`src/rtl/regfile_write_queue_if.sv`:
```
// ============================================================================
// regfile_write_queue_if : write-request channel (valid/ready) into the queue
// Rev 1.0 - initial release
// ============================================================================
`default_nettype none

interface regfile_write_queue_if #(
  parameter int WIDTH  = 32,
  parameter int ADDR_W = 1
);
  logic              WR_VALID;
  logic              WR_READY;
  logic [ADDR_W-1:0] WR_ADDR;
  logic [WIDTH-1:0]  WR_DATA;

  modport master (
    output WR_VALID,
    output WR_ADDR,
    output WR_DATA,
    input  WR_READY
  );

  modport slave (
    input  WR_VALID,
    input  WR_ADDR,
    input  WR_DATA,
    output WR_READY
  );
endinterface

`default_nettype wire

```
`src/rtl/regfile_write_queue.sv`:
```
// ============================================================================
// regfile_write_queue : in-order write-back FIFO retiring one-hot CE + data
// Rev 1.0 - initial release
// ============================================================================
`default_nettype none

module regfile_write_queue #(
  parameter int WIDTH  = 32,
  parameter int NREGS  = 2,
  parameter int ADDR_W = 1,
  parameter int DEPTH  = 4
) (
  input  wire logic                       CLK,
  input  wire logic                       RESET,
  regfile_write_queue_if.slave            wr,
  input  wire logic                       DRAIN,
  output logic [NREGS-1:0]                CE,
  output logic [WIDTH-1:0]                WDATA,
  input  wire logic [ADDR_W-1:0]          RD_ADDR,
  output logic                            RD_HIT,
  output logic [WIDTH-1:0]                RD_DATA,
  output logic [$clog2(DEPTH+1)-1:0]      COUNT
);

  localparam int PTR_W = $clog2(DEPTH);
  localparam int CNT_W = $clog2(DEPTH + 1);

  logic [ADDR_W-1:0] entry_addr_q [DEPTH];
  logic [ADDR_W-1:0] entry_addr_d [DEPTH];
  logic [WIDTH-1:0]  entry_data_q [DEPTH];
  logic [WIDTH-1:0]  entry_data_d [DEPTH];
  logic [DEPTH-1:0]  valid_q, valid_d;
  logic [PTR_W-1:0]  wr_ptr_q, wr_ptr_d;
  logic [PTR_W-1:0]  rd_ptr_q, rd_ptr_d;
  logic [CNT_W-1:0]  count_q, count_d;

  logic              wr_ready;
  logic              push;
  logic              pop;
  logic [PTR_W-1:0]  scan_idx;

  assign wr_ready    = (count_q != CNT_W'(DEPTH));
  assign wr.WR_READY = wr_ready;
  assign push        = wr.WR_VALID && wr_ready;
  assign pop         = DRAIN && (count_q != '0);
  assign COUNT       = count_q;

  always_comb begin
    wr_ptr_d     = wr_ptr_q;
    rd_ptr_d     = rd_ptr_q;
    count_d      = count_q;
    valid_d      = valid_q;
    entry_addr_d = entry_addr_q;
    entry_data_d = entry_data_q;

    // Push and pop never target the same slot: pop needs COUNT>0, push needs COUNT<DEPTH.
    if (pop) begin
      valid_d[rd_ptr_q] = 1'b0;
      rd_ptr_d          = rd_ptr_q + PTR_W'(1);
    end
    if (push) begin
      valid_d[wr_ptr_q]      = 1'b1;
      entry_addr_d[wr_ptr_q] = wr.WR_ADDR;
      entry_data_d[wr_ptr_q] = wr.WR_DATA;
      wr_ptr_d               = wr_ptr_q + PTR_W'(1);
    end
    if (push && !pop) begin
      count_d = count_q + CNT_W'(1);
    end else if (pop && !push) begin
      count_d = count_q - CNT_W'(1);
    end
  end

  always_ff @(posedge CLK) begin
    if (RESET) begin
      wr_ptr_q <= '0;
      rd_ptr_q <= '0;
      count_q  <= '0;
      valid_q  <= '0;
    end else begin
      wr_ptr_q <= wr_ptr_d;
      rd_ptr_q <= rd_ptr_d;
      count_q  <= count_d;
      valid_q  <= valid_d;
    end
  end

  always_ff @(posedge CLK) begin
    entry_addr_q <= entry_addr_d;
    entry_data_q <= entry_data_d;
  end

  // Out-of-range head addresses match no CE bit, so the pop happens with CE=0.
  always_comb begin
    CE    = '0;
    WDATA = '0;
    for (int r = 0; r < NREGS; r++) begin
      CE[r] = pop && (entry_addr_q[rd_ptr_q] == ADDR_W'(r));
    end
    if (pop) begin
      WDATA = entry_data_q[rd_ptr_q];
    end
  end

  // Scan oldest to youngest so the last match (youngest) wins.
  always_comb begin
    RD_HIT   = 1'b0;
    RD_DATA  = '0;
    scan_idx = '0;
    for (int i = 0; i < DEPTH; i++) begin
      scan_idx = rd_ptr_q + PTR_W'(i);
      if (valid_q[scan_idx] && (entry_addr_q[scan_idx] == RD_ADDR)) begin
        RD_HIT  = 1'b1;
        RD_DATA = entry_data_q[scan_idx];
      end
    end
  end

endmodule

`default_nettype wire

```
`src/flat_wrapper.sv`:
```
// flat-port wrapper written by rule: the top's interface ports become plain ports
module regfile_write_queue_flat 
#(
  parameter int WIDTH  = 32,
  parameter int NREGS  = 2,
  parameter int ADDR_W = 1,
  parameter int DEPTH  = 4
)
  (CLK, RESET, DRAIN, CE, WDATA, RD_ADDR, RD_HIT, RD_DATA, COUNT, wr_WR_VALID, wr_WR_ADDR, wr_WR_DATA, wr_WR_READY);
  regfile_write_queue_if #(.WIDTH(WIDTH), .ADDR_W(ADDR_W)) wr_i ();
  input  wire logic CLK;
  input  wire logic RESET;
  input  wire logic DRAIN;
  output logic [NREGS-1:0] CE;
  output logic [WIDTH-1:0] WDATA;
  input  wire logic [ADDR_W-1:0] RD_ADDR;
  output logic RD_HIT;
  output logic [WIDTH-1:0] RD_DATA;
  output logic [$clog2(DEPTH+1)-1:0] COUNT;
  input wire logic [$bits(wr_i.WR_VALID)-1:0] wr_WR_VALID;
  input wire logic [$bits(wr_i.WR_ADDR)-1:0] wr_WR_ADDR;
  input wire logic [$bits(wr_i.WR_DATA)-1:0] wr_WR_DATA;
  output wire logic [$bits(wr_i.WR_READY)-1:0] wr_WR_READY;
  assign wr_i.WR_VALID = wr_WR_VALID;
  assign wr_i.WR_ADDR = wr_WR_ADDR;
  assign wr_i.WR_DATA = wr_WR_DATA;
  assign wr_WR_READY = wr_i.WR_READY;
  regfile_write_queue #(.WIDTH(WIDTH), .NREGS(NREGS), .ADDR_W(ADDR_W), .DEPTH(DEPTH)) u_core (.CLK(CLK), .RESET(RESET), .wr(wr_i), .DRAIN(DRAIN), .CE(CE), .WDATA(WDATA), .RD_ADDR(RD_ADDR), .RD_HIT(RD_HIT), .RD_DATA(RD_DATA), .COUNT(COUNT));
endmodule
```
`config.mk`:
```
export PLATFORM = sky130hd
export DESIGN_NAME = regfile_write_queue_flat
export DESIGN_NICKNAME = d
export VERILOG_FILES = /design/src/rtl/regfile_write_queue_if.sv /design/src/rtl/regfile_write_queue.sv /design/src/flat_wrapper.sv
export SDC_FILE = /design/constraint.sdc
export NUM_CORES = 1
export LEC_CHECK = 0
export CAP_MARGIN = 20
export CORE_MARGIN = 2
export CORE_UTILIZATION = 31
export CTS_CLUSTER_SIZE = 16
export DETAILED_ROUTE_END_ITERATION = 8
export GPL_ROUTABILITY_DRIVEN = 0
export GPL_TIMING_DRIVEN = 0
export PLACE_DENSITY = 0.51
export SLEW_MARGIN = 20
export SYNTH_ARGS = -nofsm -noshare
export SYNTH_HDL_FRONTEND = slang
export SYNTH_SLANG_ARGS = --single-unit
```
`constraint.sdc`:
```
create_clock -name CLK -period 7.94 [get_ports CLK]
set_input_delay 1.588 -clock CLK [delete_from_list [all_inputs] [get_ports CLK]]
set_output_delay 1.588 -clock CLK [all_outputs]
set_load 0.02 [all_outputs]
```
**Word-level counts from Yosys, hierarchy flattened**

Index checks and enable logic that the tools add are counted.

- Register bits: 143
- Bits of input ports: 38
- Output and inout bits: 71
- Word-level logic and storage cells: 117

- $add $sub $neg: 6
- Order comparisons: 13
- Eq/ne operators: 5
- Multiplexer cells: 55
- Bitwise gates (word level): 9
- Reduce and logical (&&, ||, !) cells: 17

Operators with widths:

| kind | number |
|---|---|
| 32-bit 2-to-1 mux | 14 |
| 32-bit binary-select mux with 2-bit select | 4 |
| 128-bit bitwise mux | 1 |
| 32-bit demux with 2-bit select | 1 |
| 1-bit 2-to-1 mux | 19 |
| 1-bit binary-select mux with 2-bit select | 8 |
| 3-bit >= comparator (second input constant) | 5 |
| 2-bit by 3-bit less-than comparator with 1-bit output (second input constant) | 5 |
| 2-bit NOT with 3-bit output | 5 |
| 1-bit logical AND | 13 |
| 4-bit 2-to-1 mux | 2 |
| 1-bit demux with 2-bit select | 3 |
| 3-bit 2-to-1 mux | 2 |
| 2-bit by 1-bit adder with 2-bit output (second input constant) | 2 |
| 2-bit adder (second input constant) | 2 |
| 4-bit AND | 1 |
| 4-bit bitwise mux | 1 |
| 1-bit equality test | 4 |
| 2-bit by 1-bit >= comparator with 1-bit output (second input constant) | 2 |
| 4-bit NOT | 1 |
| 4-bit bitwise OR | 1 |
| 3-bit by 1-bit adder with 3-bit output (second input constant) | 1 |
| 3-bit by 1-bit less-than comparator with 1-bit output (second input constant) | 1 |
| 3-bit != test (second input constant) | 1 |
| other kinds (5) | 6 |

**Depth between registers and ports, before layout**

- Depth in word-level cells: 10
- Depth in mapped cells: 16
- Gate-level depth less buffers: 9

**Worst setup path after synthesis**

No wires, ideal clock.

- Path type: reg2out
- Start point: register u_core.rd_ptr_q[0]
- End point: output port RD_DATA[31]
- Data arrival time: 3,421 ps
- Data required time: 6,352 ps
- Path slack: 2,931 ps
- Stages on the path, launching flop included: 16
- Buffers on the path: 8
- Cell sequence: dfxtp_1 -> buf_6 -> buf_8 -> buf_6 -> buf_4 -> buf_2 -> inv_1 -> ha_1 -> buf_2 -> mux4_2 -> buf_4 -> a21boi_4 -> a22o_4 -> buf_6 -> a31oi_1 -> o21ai_0

- Elaborated cells between the ends (all ways): 51
- Classes of those cells: 3 x add/sub; 4 x eq/ne; 36 x mux; 4 x bitwise; 4 x reduce/logical

RTL lines:

| element | RTL line | RTL |
|---|---|---|
| from (decl) | regfile_write_queue.sv:34 | `logic [PTR_W-1:0] rd_ptr_q, rd_ptr_d;` |
| from (signal assigned) | regfile_write_queue.sv:82 | `rd_ptr_q <= rd_ptr_d;` |
| 2-bit adder (*) | regfile_write_queue.sv:111 | `scan_idx = rd_ptr_q + PTR_W'(i);` |
| via u_core.scan_idx[0] | regfile_write_queue.sv:40 | `logic [PTR_W-1:0] scan_idx;` |
| 2-bit NOT with 3-bit output (implied by the code) | regfile_write_queue.sv:112, regfile_write_queue.sv:114 |  |
| 1-bit binary-select mux with 2-bit select | regfile_write_queue.sv:112 | `if (valid_q[scan_idx] && (entry_addr_q[scan_idx] == RD_ADDR)) begin` |
| 1-bit 2-to-1 mux (implied by the code) (2 in series) | regfile_write_queue.sv:112 |  |
| 1-bit equality test | regfile_write_queue.sv:112 |  |
| 1-bit logical AND | regfile_write_queue.sv:112 |  |
| 32-bit 2-to-1 mux (*) | regfile_write_queue.sv:112 |  |
| to (decl) | flat_wrapper.sv:18 | `output logic [WIDTH-1:0] RD_DATA;` |

The timed path passes the listed nets; every way through them passes the cells marked *. The select of a mux whose other input is x is not followed.

**Final worst setup path**

- Start point: register u_core.rd_ptr_q[0]
- End point: output port RD_DATA[11]

Same word-level chain as after synthesis.

==> results.md <==
- Worst vdd ir: 0.2021 mV
- Worst-path clk slew: 0.06 ns
- Cts repair resizes: 0
- Final instance area: 0.01296 mm^2
- Die extent in x: 189.3 um
- Crit end category: primary output
- CP startpoint kind: register
- Area fraction of the dominant cell type after synthesis: 0.3724
- Synth Area in Adders: 0.01246
- Final Setup Violations: 0
- Gr ovfl total: 0
- Clk pwr share: 0.215
- Slowest stage delay, CP: 0.67 ns
- Slew @ Worst Pin: 0.8351 ns
- Yosys Warn Count: 0
- First-pass GRT wire length: 52,140 um
- Synthesized Nets: 852
- Synth Cell Area: 0.01064 mm^2
- Power Total: 3.782 mW
- Vias in the first global route: 8,222
- Simple-gate share of the synthesized area: 0.1214
- Sw power: 1.453 mW
- DR vias/cell: 5.854
- Largest net degree at the start of global routing: 35
- Crit Path Max Fanout: 10
- Post-DP Area: 0.01236 mm^2
- Slowest-stage cell, CP: clkdlybuf4s50_1
- Final HPWL DP: 23,970 um
- Hold Path Class: reg -> reg
- Post-synth top area cell: edfxtp_1
- DRC Markers: 0
- Clock Skews: 0.009921 ns
- Final core utilization: 0.3847
- Pwr Density: 291.7 mW/mm^2
- CP Data Arrival Time: 5.43 ns
- Clock sink count: 143
- Core area: 0.03370 mm^2
- # diodes: 0
- Initial antenna violation count: 0
- CP dominant cell by count: buf_2
- Sequential power share: 0.263
- Drt first pass iters: 5
- CTS buffer count: 17
- Worst rel slew slack: 0.4432
- Synth-to-layout area growth: 21.81%
- Reg2Reg Setup Slack: 4.34 ns
- Post-route ant nets: 0
- Most frequent cells in the layout: mux4_2, edfxtp_1, clkdlybuf4s50_1
- Compound-cell area share of the yosys netlist: 0.1233
- Post-synth EDFFs: 132
- Fillers: 3,216
- Post-synthesis register bit count: 143
- Fin cells: 1,395
- Wirelength per Cell: 24.77 um
- Max-cap violations: 0
- Die H: 189.3 um
- Seq/Total Area, Yosys: 0.3931
- Fin crit share: 0.8841
- Setup Fix Bufs, Post-CTS: 0
- Std-Cell Rows: 67
- Critical setup path kind: reg -> out
- Combinational group share of total power: 0.522
- Internal power: 2.329 mW
- CTS tree: done
- DR vias: 8,166
- Proportion of layout cells with a drive suffix above 1: 0.2270
- Sum of negative setup slack: 0 ns
- Final setup margin: 0.9201 ns
- Delay-heaviest family, CP: buffers and inverters
- Die ar.: 0.03583 mm^2
- Leakage Power: 4.206 nW
- Area of the multi-input gates: 0.005916 mm^2
- Synth area leaders: edfxtp_1, mux4_2, o32a_1
- Crit path cell chain: buf_6 -> buf_8 -> buf_6 -> buf_4 -> buf_2 -> inv_1 -> ha_1 -> buf_2 -> buf_2 -> mux4_2 -> xnor2_1 -> and2_1 -> buf_2 -> clkbuf_1 -> nand2_1 -> o21ai_1 -> clkdlybuf4s50_1
- Hold Vio Cnt, Final: 0
- Clk_lat worst skew: 0.44 ns
- Fin Hold WS: 0.5224 ns
- CTS root buf: clkbuf_16
- Asr flop ratio synth: 0
- Synth Flop Type: edfxtp_1
- Pins Over Slew Limit: 0
- Max Freq: 142.5 MHz
- Placed insts: 1,363
- CTS Buffer Depth: 2
- Largest family of logic cells by synthesized area: multiplexers
- Sequential cell area: 0.004184 mm^2
- Unrepaired setup endpoints after global routing: false
- Drt initial violations: 779
- Fin nets: 982
- Setup slack at placement: 1.386 ns
- Mean Syn Cell Area: 13.24 um^2
- Initial Util: 0.3158
- Synth cell types: 40
- Drt total wl: 34,550 um
- Cells after synthesis: 804
- Status: complete, no violations
- Sw frac: 0.3843
- CP bufs+invs: 11
- CTS H-tree depth: 4
- Proportion of synthesized area in mux cells: 0.2936
- Critical path data required time: 6.35 ns
- IO Count: 109
- XOR/XNOR share of the synthesized area: 0.004114
- Commonest non-fill, non-tap cell in the layout: mux4_2
- Final min period: 7.020 ns
- Tot GR Track Use: 0.1960
- PortBufs: 108
- Hold_buf cts: 0
[flip-flops by register name, indices dropped and copies added (netlist names)]
name / count
u_core.entry_addr_q: 4
u_core.valid_q: 4
u_core.COUNT: 3
u_core.entry_data_q: 128
u_core.rd_ptr_q: 2
u_core.wr_ptr_q: 2
[cell families after synthesis]
family,count (synthesis)
AO/OA/AOI/OAI,175
adder cells (fa/ha/maj),10
flip-flops,143
AND/OR/NAND/NOR,226
XOR/XNOR,5
multiplexers,141
buffers and inverters,104
[cell type report]
class                           count  share of cell area
Multi-Input combinational cell    557              0.4563
Sequential cell                   143              0.3227
Timing Repair Buffer              111             0.08859
Clock buffer                       25             0.04333
Tap cell                          448             0.04324
Buffer                             97             0.04063
Clock inverter                      7            0.003185
Inverter                            7            0.002027
[worst min-delay path, stage by stage (launching register included)]
cell,delay (ns)
dfxtp_1,0.34
o21ai_0,0.08
a21oi_1,0.06
[layer usage]
layer	GRT usage	vias to the layer above	wire length [um]
met3	0.03448	38	2506
met4	0.06738	0	727
li1	-	3567	-
met2	0.3005	400	16000
met5	0	-	0
met1	0.2803	4161	15310
[cell usage after synthesis, types with 22 or more instances]
library cell and number:
o211ai_1 32, buf_2 22, nand2_1 42, mux4_2 133
o21ai_1 30, and2_1 35, nor2_1 43, o31a_1 33
edfxtp_1 132, clkbuf_1 50, o32a_1 32, a31oi_1 32
and3b_1 32, nand2b_1 30, and3_1 36
[final timing paths]
| check | start | end | cells past startpoint |
|---|---|---|---|
| max reg2reg | u_core.rd_ptr_q[0]$_SDFFE_PP0P_ | u_core.rd_ptr_q[1]$_SDFFE_PP0P_ | 12 |
| min | u_core.COUNT[2]$_SDFFE_PP0P_ | u_core.COUNT[2]$_SDFFE_PP0P_ | 2 |
| max | u_core.rd_ptr_q[0]$_SDFFE_PP0P_ | RD_DATA[11] | 17 |
| min reg2reg | u_core.COUNT[2]$_SDFFE_PP0P_ | u_core.COUNT[2]$_SDFFE_PP0P_ | 2 |
[power groups by stage]
stage	Combinational (mW)	Sequential, mW	Clock [mW]
after floorplan	1.30	0.995	0
after global placement	1.96	1.01	0
after detailed placement	1.98	1.01	0
after CTS	1.98	0.994	0.826
after global routing	2.11	1.01	0.857
final	1.98	0.995	0.812
(Power assumes the default switching activity.)
